**config.mk**
```make
export PLATFORM = sky130hd
export DESIGN_NAME = xs3_serial_decoder
export DESIGN_NICKNAME = d
export VERILOG_FILES = /design/src/rtl/xs3_serial_decoder.sv
export SDC_FILE = /design/constraint.sdc
export NUM_CORES = 1
export LEC_CHECK = 0
export CORE_ASPECT_RATIO = 0.75
export CORE_MARGIN = 1.5
export CORE_UTILIZATION = 35
export DETAILED_ROUTE_END_ITERATION = 10
export PLACE_DENSITY_LB_ADDON = 0.05
export REMOVE_ABC_BUFFERS = 1
export SYNTH_ARGS = -nofsm -noshare
export SYNTH_HDL_FRONTEND = slang
export SYNTH_SLANG_ARGS = --single-unit
```
**constraint.sdc**
```tcl
create_clock -name clk -period 2.3 [get_ports clk]
set_clock_uncertainty 0.15 [all_clocks]
set_input_delay 0.345 -clock clk [delete_from_list [all_inputs] [get_ports clk]]
set_output_delay 0.345 -clock clk [all_outputs]
set_load 0.005 [all_outputs]
```
**src/rtl/xs3_serial_decoder.sv**
```systemverilog
// Bit-serial Excess-3 receiver: collects LSB-first nibbles, converts each code to BCD
// and presents the packed frame on a valid/ready interface with input backpressure.
module xs3_serial_decoder #(
    parameter int NDIGITS = 2
) (
    input  logic                   clk,
    input  logic                   rst,
    input  logic                   in_bit,
    input  logic                   in_valid,
    input  logic                   in_sof,
    output logic                   in_ready,
    output logic [4*NDIGITS-1:0]   out_data,
    output logic                   out_err,
    output logic                   out_valid,
    input  logic                   out_ready,
    output logic                   frame_abort
);

    localparam int DW  = 4 * NDIGITS;
    localparam int DCW = (NDIGITS > 1) ? $clog2(NDIGITS) : 1;
    localparam logic [DCW-1:0] LAST_DIG = DCW'(NDIGITS - 1);
    localparam logic [DCW-1:0] DIG_ONE  = DCW'(1);

    typedef enum logic [1:0] {
        ST_IDLE  = 2'd0,
        ST_SHIFT = 2'd1,
        ST_HOLD  = 2'd2
    } state_t;

    // Excess-3 back to BCD; 4-bit wrap keeps invalid codes well defined.
    function automatic logic [3:0] xs3_to_bcd(input logic [3:0] code);
        return code - 4'd3;
    endfunction

    function automatic logic xs3_invalid(input logic [3:0] code);
        return (code < 4'd3) || (code > 4'd12);
    endfunction

    state_t             state_q,     state_d;
    logic [1:0]         bitcnt_q,    bitcnt_d;
    logic [DCW-1:0]     digcnt_q,    digcnt_d;
    logic [2:0]         nib_q,       nib_d;
    logic [DW-1:0]      data_q,      data_d;
    logic               err_acc_q,   err_acc_d;
    logic               out_err_q,   out_err_d;
    logic               out_valid_q, out_valid_d;
    logic               abort_q,     abort_d;
    logic               in_ready_q,  in_ready_d;

    logic               accept_s;
    logic [3:0]         code_s;
    logic               code_bad_s;

    assign accept_s   = in_valid && in_ready_q;
    assign code_s     = {in_bit, nib_q};
    assign code_bad_s = xs3_invalid(code_s);

    // Next-state and datapath update for the receive FSM.
    always_comb begin
        state_d     = state_q;
        bitcnt_d    = bitcnt_q;
        digcnt_d    = digcnt_q;
        nib_d       = nib_q;
        data_d      = data_q;
        err_acc_d   = err_acc_q;
        out_err_d   = out_err_q;
        out_valid_d = out_valid_q;
        abort_d     = 1'b0;
        in_ready_d  = in_ready_q;

        case (state_q)
            ST_IDLE: begin
                if (accept_s && in_sof) begin
                    nib_d     = {2'b00, in_bit};
                    bitcnt_d  = 2'd1;
                    digcnt_d  = '0;
                    err_acc_d = 1'b0;
                    state_d   = ST_SHIFT;
                end else begin
                    state_d   = ST_IDLE;
                end
            end

            ST_SHIFT: begin
                if (accept_s && in_sof) begin
                    // Resync: this bit starts a fresh frame, partial digits are dropped.
                    abort_d   = 1'b1;
                    nib_d     = {2'b00, in_bit};
                    bitcnt_d  = 2'd1;
                    digcnt_d  = '0;
                    err_acc_d = 1'b0;
                    data_d    = '0;
                end else if (accept_s && (bitcnt_q == 2'd3)) begin
                    data_d[{digcnt_q, 2'b00} +: 4] = xs3_to_bcd(code_s);
                    err_acc_d = err_acc_q | code_bad_s;
                    bitcnt_d  = 2'd0;
                    nib_d     = 3'd0;
                    if (digcnt_q == LAST_DIG) begin
                        digcnt_d    = '0;
                        state_d     = ST_HOLD;
                        out_valid_d = 1'b1;
                        out_err_d   = err_acc_q | code_bad_s;
                        in_ready_d  = 1'b0;
                    end else begin
                        digcnt_d    = digcnt_q + DIG_ONE;
                    end
                end else if (accept_s) begin
                    nib_d[bitcnt_q] = in_bit;
                    bitcnt_d        = bitcnt_q + 2'd1;
                end else begin
                    state_d = ST_SHIFT;
                end
            end

            ST_HOLD: begin
                if (out_ready) begin
                    state_d     = ST_IDLE;
                    out_valid_d = 1'b0;
                    in_ready_d  = 1'b1;
                end else begin
                    state_d     = ST_HOLD;
                end
            end

            default: begin
                state_d     = ST_IDLE;
                bitcnt_d    = 2'd0;
                digcnt_d    = '0;
                nib_d       = 3'd0;
                err_acc_d   = 1'b0;
                out_valid_d = 1'b0;
                in_ready_d  = 1'b1;
            end
        endcase
    end

    // State and output registers with asynchronous clear.
    always_ff @(posedge clk or posedge rst) begin
        if (rst) begin
            state_q     <= ST_IDLE;
            bitcnt_q    <= 2'd0;
            digcnt_q    <= '0;
            nib_q       <= 3'd0;
            data_q      <= '0;
            err_acc_q   <= 1'b0;
            out_err_q   <= 1'b0;
            out_valid_q <= 1'b0;
            abort_q     <= 1'b0;
            in_ready_q  <= 1'b1;
        end else begin
            state_q     <= state_d;
            bitcnt_q    <= bitcnt_d;
            digcnt_q    <= digcnt_d;
            nib_q       <= nib_d;
            data_q      <= data_d;
            err_acc_q   <= err_acc_d;
            out_err_q   <= out_err_d;
            out_valid_q <= out_valid_d;
            abort_q     <= abort_d;
            in_ready_q  <= in_ready_d;
        end
    end

    assign in_ready    = in_ready_q;
    assign out_data    = data_q;
    assign out_err     = out_err_q;
    assign out_valid   = out_valid_q;
    assign frame_abort = abort_q;

endmodule

```
==> Word level (Yosys, flattened, before mapping) <==
Index checks and enable logic that the tools add are counted.
{ "classes": {"add_sub_neg": 4, "n_lt_le_gt_ge": 4, "n_eq_ne": 12, "shifts": 2, "n_mux": 43, "bitwise_logic": 4, "n_reduce_logical": 13} }
{ "ops": {"columns": ["operator", "count"], "rows": [
  ["$mux 1", 18],
  ["$mux 2", 9],
  ["$mux 8", 2],
  ["$mux 3", 4],
  ["$pmux 1 s3", 4],
  ["$pmux 2 s3", 2],
  ["$ne 2x2->1 const B", 5],
  ["$ne 3x3->1 const B", 3],
  ["$pmux 3 s3", 1],
  ["$reduce_and 3->1", 3],
  ["$bwmux 8", 1],
  ["$shift 4x5->8 const A", 1],
  ["$shiftx 4x5->8", 1],
  ["$neg 3->5", 1],
  ["$reduce_and 5->1", 1],
  ["$eq 2x2->1 const B", 2],
  ["$gt 4x4->1 const B", 1],
  ["$logic_and 1x1->1", 4],
  ["$lt 4x2->1 const B", 1],
  ["$ne 4x4->1 const B", 1],
  ["$reduce_and 4->1", 1],
  ["$sub 4x2->4 const B", 1],
  ["$bwmux 3", 1],
  ["$lt 2x3->1 const B", 1],
  ["other kinds (11)", 13]
]} }
{ "totals": {"ff_bits": 21, "in_bits": 6, "out_inout_bits": 12, "word_cells": 92} }

==> Logic depth before layout (Yosys ltp) <==
Gate-level depths: netlist of the first run.
{ "logic_depth": {"depth_word": 9, "mapped_depth": 5} }

==> Least setup slack after synthesis of the first run <==
OpenSTA, ideal clock, no wires.
{ "synth_timing": {"path_kind": "reg2reg", "start": "register bitcnt_q[0]", "end": "register digcnt_q", "setup_ns": 0.125, "arrival_time_ns": 1.321, "required_time_ns": 2.025, "slack_ns": 0.705, "stages_incl_launch_ff": 5, "n_path_buf": 0, "synth_period_minus_slack_ns": 1.595, "cell_sequence": "dfrtp_1 -> ha_1 -> a31oi_4 -> o22ai_1 -> mux2_2"} }
{ "synth_between": {"elab_chain_len": 4} }
{ "synth_rtl": {"columns": ["element", "line_no", "source"], "rows": [
  ["start: declaration", "40", "logic [1:0] bitcnt_q, bitcnt_d;"],
  ["start signal: assignment", "152", "bitcnt_q <= bitcnt_d;"],
  ["$eq 2x2->1", "93", "end else if (accept_s && (bitcnt_q == 2'd3)) begin"],
  ["$logic_and 1x1->1", "93", null],
  ["$ne 3x3->1 (no line)", null, null],
  ["$reduce_and 3->1 (no line)", null, null],
  ["end signal: assignment", "153", "digcnt_q <= digcnt_d;"],
  ["end: declaration", "41", "logic [DCW-1:0] digcnt_q, digcnt_d;"]
]} }
No other way between the ends.
A chain may end at the register's enable or synchronous reset.

==> Final worst setup path of the first run <==
{ "layout_timing": {"start": "register in_ready_q, in the netlist in_ready", "end": "output in_ready"} }
{ "layout_lines": {"columns": ["element", "line_no", "source"], "rows": [
  ["start: declaration", "48", "logic in_ready_q, in_ready_d;"],
  ["start signal: assignment", "160", "in_ready_q <= in_ready_d;"],
  ["end: declaration", "11", "output logic in_ready,"]
]} }
No word-level cell between the ends.

==> results of run 1 <==
Yosys cell counts (all sizes together) (2+ instances only):
master and instances:
nand2 4, a22o 6, nor2 4, dfrtp 20, buf 4, a221oi 2, nand2b 2, o221ai 2
o21ai 4, a21oi 9, a31oi 3, and3 2, nor3 3, o2111ai 2, ha 6, xnor2 2
nand3 4, nor2b 6, o2bb2ai 2, nand4 2, inv 8
cell usage in the layout, fill, tap and decap left out, types with 2 or more instances in the layout:
cell             netlist  final
clkbuf_8               0      3
nand4_1                2      2
inv_1                  8      8
a22o_1                 6      6
a21oi_1                9      9
nor3_1                 2      2
nor2b_1                6      6
xnor2_1                2      2
o21ai_2                2      2
a31oi_1                2      2
dfrtp_1               20     20
clkdlybuf4s50_1        0     17
o221ai_1               2      2
nand3_1                4      4
o21ai_0                2      2
buf_4                  2      6
nand2_1                3      3
o2111ai_1              2      2
ha_1                   6      6
o2bb2ai_1              2      2
and3_1                 2      2
nor2_1                 4      4
a221oi_1               2      2
cell type report:
| type | instances | area [sq um] |
|---|---|---|
| fillers | 318 | 1810 |
| multi-input cells | 79 | 613 |
| flip-flops and latches | 21 | 527 |
| repair buffers | 23 | 215 |
| well taps | 40 | 50.0 |
| clock buffers | 4 | 45.0 |
| inverters | 8 | 30.0 |
stage by stage:
step | util (%) | std cells | cell area (sq um) | total power (W)
3_5_place_dp | 43.6 | 171 | 1440 | 0.00149
5_1_grt | 45.0 | 175 | 1480 | 0.00187
3_3_place_gp | 43.6 | 171 | 1440 | 0.00148
2_1_floorplan | - | 108 | 1170 | 0.00114
4_1_cts | 45.0 | 175 | 1480 | 0.00174
6_report | 45.0 | 175 | 1480 | 0.00172
report_power, final:
| part | switching, W | internal, W | leakage, nW |
|---|---|---|---|
| sequential | 0.000178 | 0.000518 | 0.268 |
| clock | 0.000121 | 0.000123 | 0.0228 |
| combinational | 0.000372 | 0.000411 | 0.350 |
metal layers:
metal | share of wire (%) | global-route usage (%) | vias up
li1 | - | - | 470
met5 | 0 | 0 | -
met1 | 54 | 27.2 | 467
met3 | 6.9 | 4.31 | 2
met4 | 0.69 | 4.72 | 0
met2 | 39 | 24.6 | 40
final timing paths:
check,end,slack [ns],depth (start not counted)
worst max-delay path,in_ready,0.26,1
worst min-delay path,bitcnt_q[1],0.27,3
worst max register to register,digcnt_q,0.48,4
worst min register to register,out_data[7],0.34,1
max in group asynchronous,in_ready,1.45,3
min in group clk,out_data[7],0.34,1
state kept, by name, summed over array words and instances, names as in the netlist:
signal / flops
err_acc_q: 1
nib_q: 3
in_ready: 1
bitcnt_q: 2
out_err: 1
out_data: 8
state_q: 2
frame_abort: 1
out_valid: 1
digcnt_q: 1
logic make-up (layout without fill, tap and decap cells):
| group | after synthesis | count (layout) | synth area share [%] |
|---|---|---|---|
| muxes | 1 | 1 | 0.935 |
| buffers and inverters | 13 | 35 | 5.40 |
| AOI/OAI and AO/OA | 38 | 38 | 25.0 |
| xor gates and xnor gates | 2 | 2 | 1.45 |
| adders and majority gates | 6 | 6 | 6.23 |
| and+or+nand+nor | 32 | 32 | 17.2 |
| DFF | 21 | 21 | 43.7 |
==> flow_summary.json, run 1 <==
{
  "setup_tns_ns": 0,
  "htreeDepth": 1,
  "postCtsSetupBuffers": 0,
  "synthArstFlopShare_pct": 100,
  "required_ns": 1.80,
  "period_minus_slack_ns": 2.04,
  "synthTopCellsByArea": "dfrtp_1 (42%), ha_1 (6.2%), a22o_1 (4.4%)",
  "critPathMaxFanout": 13,
  "ys_types": 44,
  "critPathCaptureType": "output pin",
  "gp_congestion": 0.763,
  "ios": 18,
  "finalHoldViolations": 0,
  "clock.fmax_mhz": 491,
  "finalCritPeriodShare_pct": 88.5,
  "fin_hold_ws_ns": 0.271,
  "max_slew_margin_pct": 64.2,
  "slowest_stage": "dfstp_2",
  "worst_slack_ns": 0.264,
  "finalMaxSlewViolations": 0,
  "grt_max_degree": 22,
  "ys.flop_type": "dfrtp_1",
  "cp_slowest_stage_delay_ns": 0.71,
  "reg2reg_from": "bitcnt_q[0]",
  "path_clk_slew_ns": 0.08,
  "status": "completed",
  "drive_gt1_share_pct": 14.1,
  "power_density_nw_per_um2": 1160,
  "crit_buf_inv": 1,
  "drt-initial-drc-count": 105,
  "rsz0062_at_grt": "false",
  "tightestPinTransition_ns": 0.534,
  "yosysTopAreaCellShare_pct": 41.5,
  "synth_cells": 113,
  "setup_viol": 0,
  "cts.sink_count": 21,
  "hold_buffers": 0,
  "cts.path.max_buffers": 2,
  "io_buffers": 17,
  "cts_made_buffers": 3,
  "cp-start-kind": "flop",
  "critical_path.cell_chain": "clkdlybuf4s50_1",
  "wl_um": 2910,
  "antenna_cells": 0,
  "synth_edf_count": 0,
  "drv_cap": 0,
  "clock_latency_ns": 0.26,
  "synth_area_leader_cell": "dfrtp_1",
  "hold_path.class": "in -> async",
  "place_ws_ns": 0.177,
  "core_area_sq_um": 3290,
  "viasPerCell": 5.59,
  "yosysSeqAreaShare_pct": 43.7,
  "vias": 979,
  "wl_per_cell_um": 16.6,
  "yosysWarnings": 0,
  "place_hpwl_um": 2140,
  "cts_resized": 0,
  "grt_pass1_wl_um": 5060,
  "p_leak_nw": 0.641,
  "cts_tree": "yes",
  "gr-total-overflow": 0,
  "crit_type": "reg -> out",
  "cts-root-buf": "clkbuf_8",
  "nNetsFinal": 148,
  "arrival_ns": 1.54,
  "grt_pass1_vias": 968,
  "peakVddDrop_mv": 0.559,
  "antenna_found_initial": 0,
  "row_count": 18,
  "ant_nets": 0,
  "drc_errors": 0,
  "avgSynthCellArea_sq_um": 10.7,
  "cp-startpoint": "in_ready",
  "initial_core_util_pct": 36.6,
  "dieHeight_um": 53.8,
  "syn2layout_area_growth_pct": 22.8,
  "synth_seq_cells": 21,
  "grt_usage_pct": 17.7,
  "die_width_um": 70.8,
  "synth_area_sq_um": 1200,
  "critical_path.top_delay_family": "flip-flops",
  "die_area_sq_um": 3810,
  "drtPass1Iterations": 4
}
(Power assumes the default switching activity.)
==> inputs of run 2 (changes only) <==
--- a/config.mk
+++ b/config.mk
@@ -11,6 +11,7 @@
 export DETAILED_ROUTE_END_ITERATION = 10
 export PLACE_DENSITY_LB_ADDON = 0.05
 export REMOVE_ABC_BUFFERS = 1
+export SLEW_MARGIN = 30
 export SYNTH_ARGS = -nofsm -noshare
 export SYNTH_HDL_FRONTEND = slang
 export SYNTH_SLANG_ARGS = --single-unit
==> results of run 2 <==
The final DEF is identical to that of run 1; final timing and power are the same.
==> inputs of run 3 (changes only) <==
--- a/config.mk
+++ b/config.mk
@@ -9,7 +9,7 @@
 export CORE_MARGIN = 1.5
 export CORE_UTILIZATION = 35
 export DETAILED_ROUTE_END_ITERATION = 10
-export PLACE_DENSITY_LB_ADDON = 0.05
+export PLACE_DENSITY_LB_ADDON = 0.08
 export REMOVE_ABC_BUFFERS = 1
 export SLEW_MARGIN = 30
 export SYNTH_ARGS = -nofsm -noshare
==> run 3 against run 2 <==
Non-clock buffer count is 1 higher. Count of clock-buffer cells in the layout decreased by 1. Worst hold slack worse by 0.013 ns. Sequential power fell by 3%. Combinational power rose by 4.2%. Critical path type unchanged.
==> flow_summary.json, run 3 (same netlist as run 1, synthesis figures left out) <==
{
  "cts.sink_count": 21,
  "rsz0062_at_grt": "false",
  "power_w": 0.00174,
  "initial_core_util_pct": 36.6,
  "antenna_cells": 0,
  "grt_pass1_vias": 949,
  "cts_made_buffers": 3,
  "setup_viol": 0,
  "cts-root-buf": "clkbuf_8",
  "core_area_sq_um": 3290,
  "critPathCaptureType": "output pin",
  "cts_tree": "yes",
  "finalCritPeriodShare_pct": 88.1,
  "cp-start-kind": "flop",
  "reg2reg_from": "bitcnt_q[0]",
  "hold_path.class": "in -> async",
  "arrival_ns": 1.53,
  "required_ns": 1.80,
  "row_count": 18,
  "status": "completed",
  "tightestPinTransition_ns": 0.372,
  "antenna_found_initial": 0,
  "final_cell_count_no_fill": 176,
  "crit_cells": 1,
  "htreeDepth": 1,
  "drive_gt1_share_pct": 15.4,
  "place_hpwl_um": 2170,
  "grt_usage_pct": 16.6,
  "viasPerCell": 5.32,
  "ant_nets": 0,
  "grt_max_degree": 22,
  "vias": 937,
  "cts_resized": 0,
  "die_width_um": 70.8,
  "finalMaxSlewViolations": 0,
  "finalHoldViolations": 0,
  "setup_tns_ns": 0,
  "nNetsFinal": 149,
  "critical_path.cell_chain": "clkdlybuf4s50_1",
  "clock_latency_ns": 0.26,
  "worst_slack_ns": 0.274,
  "power_density_nw_per_um2": 1170,
  "cp_slowest_stage_delay_ns": 0.71,
  "dp_cells": 172,
  "wl_um": 2840,
  "die_area_sq_um": 3810,
  "fin_hold_ws_ns": 0.258,
  "drv_cap": 0,
  "slowest_stage": "dfstp_2",
  "layout_common_cells": "dfrtp_1 (20), clkdlybuf4s50_1 (17), a21oi_1 (9)",
  "critPathMaxFanout": 13,
  "r2r_cells": 4,
  "gp_congestion": 0.835,
  "gr-total-overflow": 0,
  "p_leak_nw": 0.648,
  "critical_path.top_delay_family": "flip-flops",
  "postCtsSetupBuffers": 0,
  "drtPass1Iterations": 4,
  "hold_buffers": 0,
  "wl_per_cell_um": 16.1,
  "syn2layout_area_growth_pct": 23.6,
  "crit_buf_inv": 1,
  "cts.path.max_buffers": 2,
  "max_slew_margin_pct": 75.2,
  "crit_type": "reg -> out",
  "clock.fmax_mhz": 493,
  "ios": 18,
  "period_minus_slack_ns": 2.03,
  "path_clk_slew_ns": 0.08,
  "drt-initial-drc-count": 40,
  "largest_reg_flops": 8,
  "cp-startpoint": "in_ready",
  "peakVddDrop_mv": 0.481,
  "io_buffers": 17,
  "place_ws_ns": 0.213,
  "dieHeight_um": 53.8,
  "grt_pass1_wl_um": 4770,
  "drc_errors": 0,
  "final_common_cell": "dfrtp_1"
}
## run 3: final cells by class
cell class,count,area [sq um]
multi-input cells,79,613
well taps,40,50.0
clock buffers,3,41.3
flip-flops and latches,21,527
clock inverters,1,5.00
fillers,313,1800
repair buffers,24,223
inverters,8,30.0
## run 3: per-layer routing
| metal | global-route usage, % | share of wire [%] | up-vias |
|---|---|---|---|
| met4 | 1.89 | 0.28 | 0 |
| met1 | 25.3 | 56 | 452 |
| met2 | 24.3 | 41 | 12 |
| li1 | - | - | 471 |
| met5 | 0 | 0 | - |
| met3 | 4.12 | 2.7 | 2 |
## run 3: where the power goes
| group | total [W] | switching, W | internal [W] | leakage [nW] |
|---|---|---|---|---|
| logic | 0.000817 | 0.000391 | 0.000426 | 0.354 |
| registers | 0.000678 | 0.000160 | 0.000518 | 0.268 |
| clock network | 0.000246 | 0.000125 | 0.000121 | 0.0255 |
| total | 0.00174 | 0.000676 | 0.00106 | 0.648 |
## run 3: worst paths after layout
| path | to | slack, ns |
|---|---|---|
| min | nib_q[1] | 0.26 |
| max in group asynchronous | in_ready | 1.47 |
| max reg2reg | digcnt_q | 0.46 |
| max | in_ready | 0.27 |
| min in group clk | out_data[3] | 0.35 |
| min reg2reg | out_data[3] | 0.35 |
## run 3: through the flow
step           cell area [sq um]  utilization, %
5_1_grt                     1490            45.3
4_1_cts                     1490            45.3
3_3_place_gp                1440            43.9
2_1_floorplan               1170               -
3_5_place_dp                1440            43.9
6_report                    1490            45.3
## run 3: worst register-to-register path: cells and delay by family (launching register included)
kind,cells,cell delay (ns)
flip-flops,1,0.42
multiplexers,1,0.38
adder cells (fa/ha/maj),1,0.34
AO/OA/AOI/OAI,2,0.44
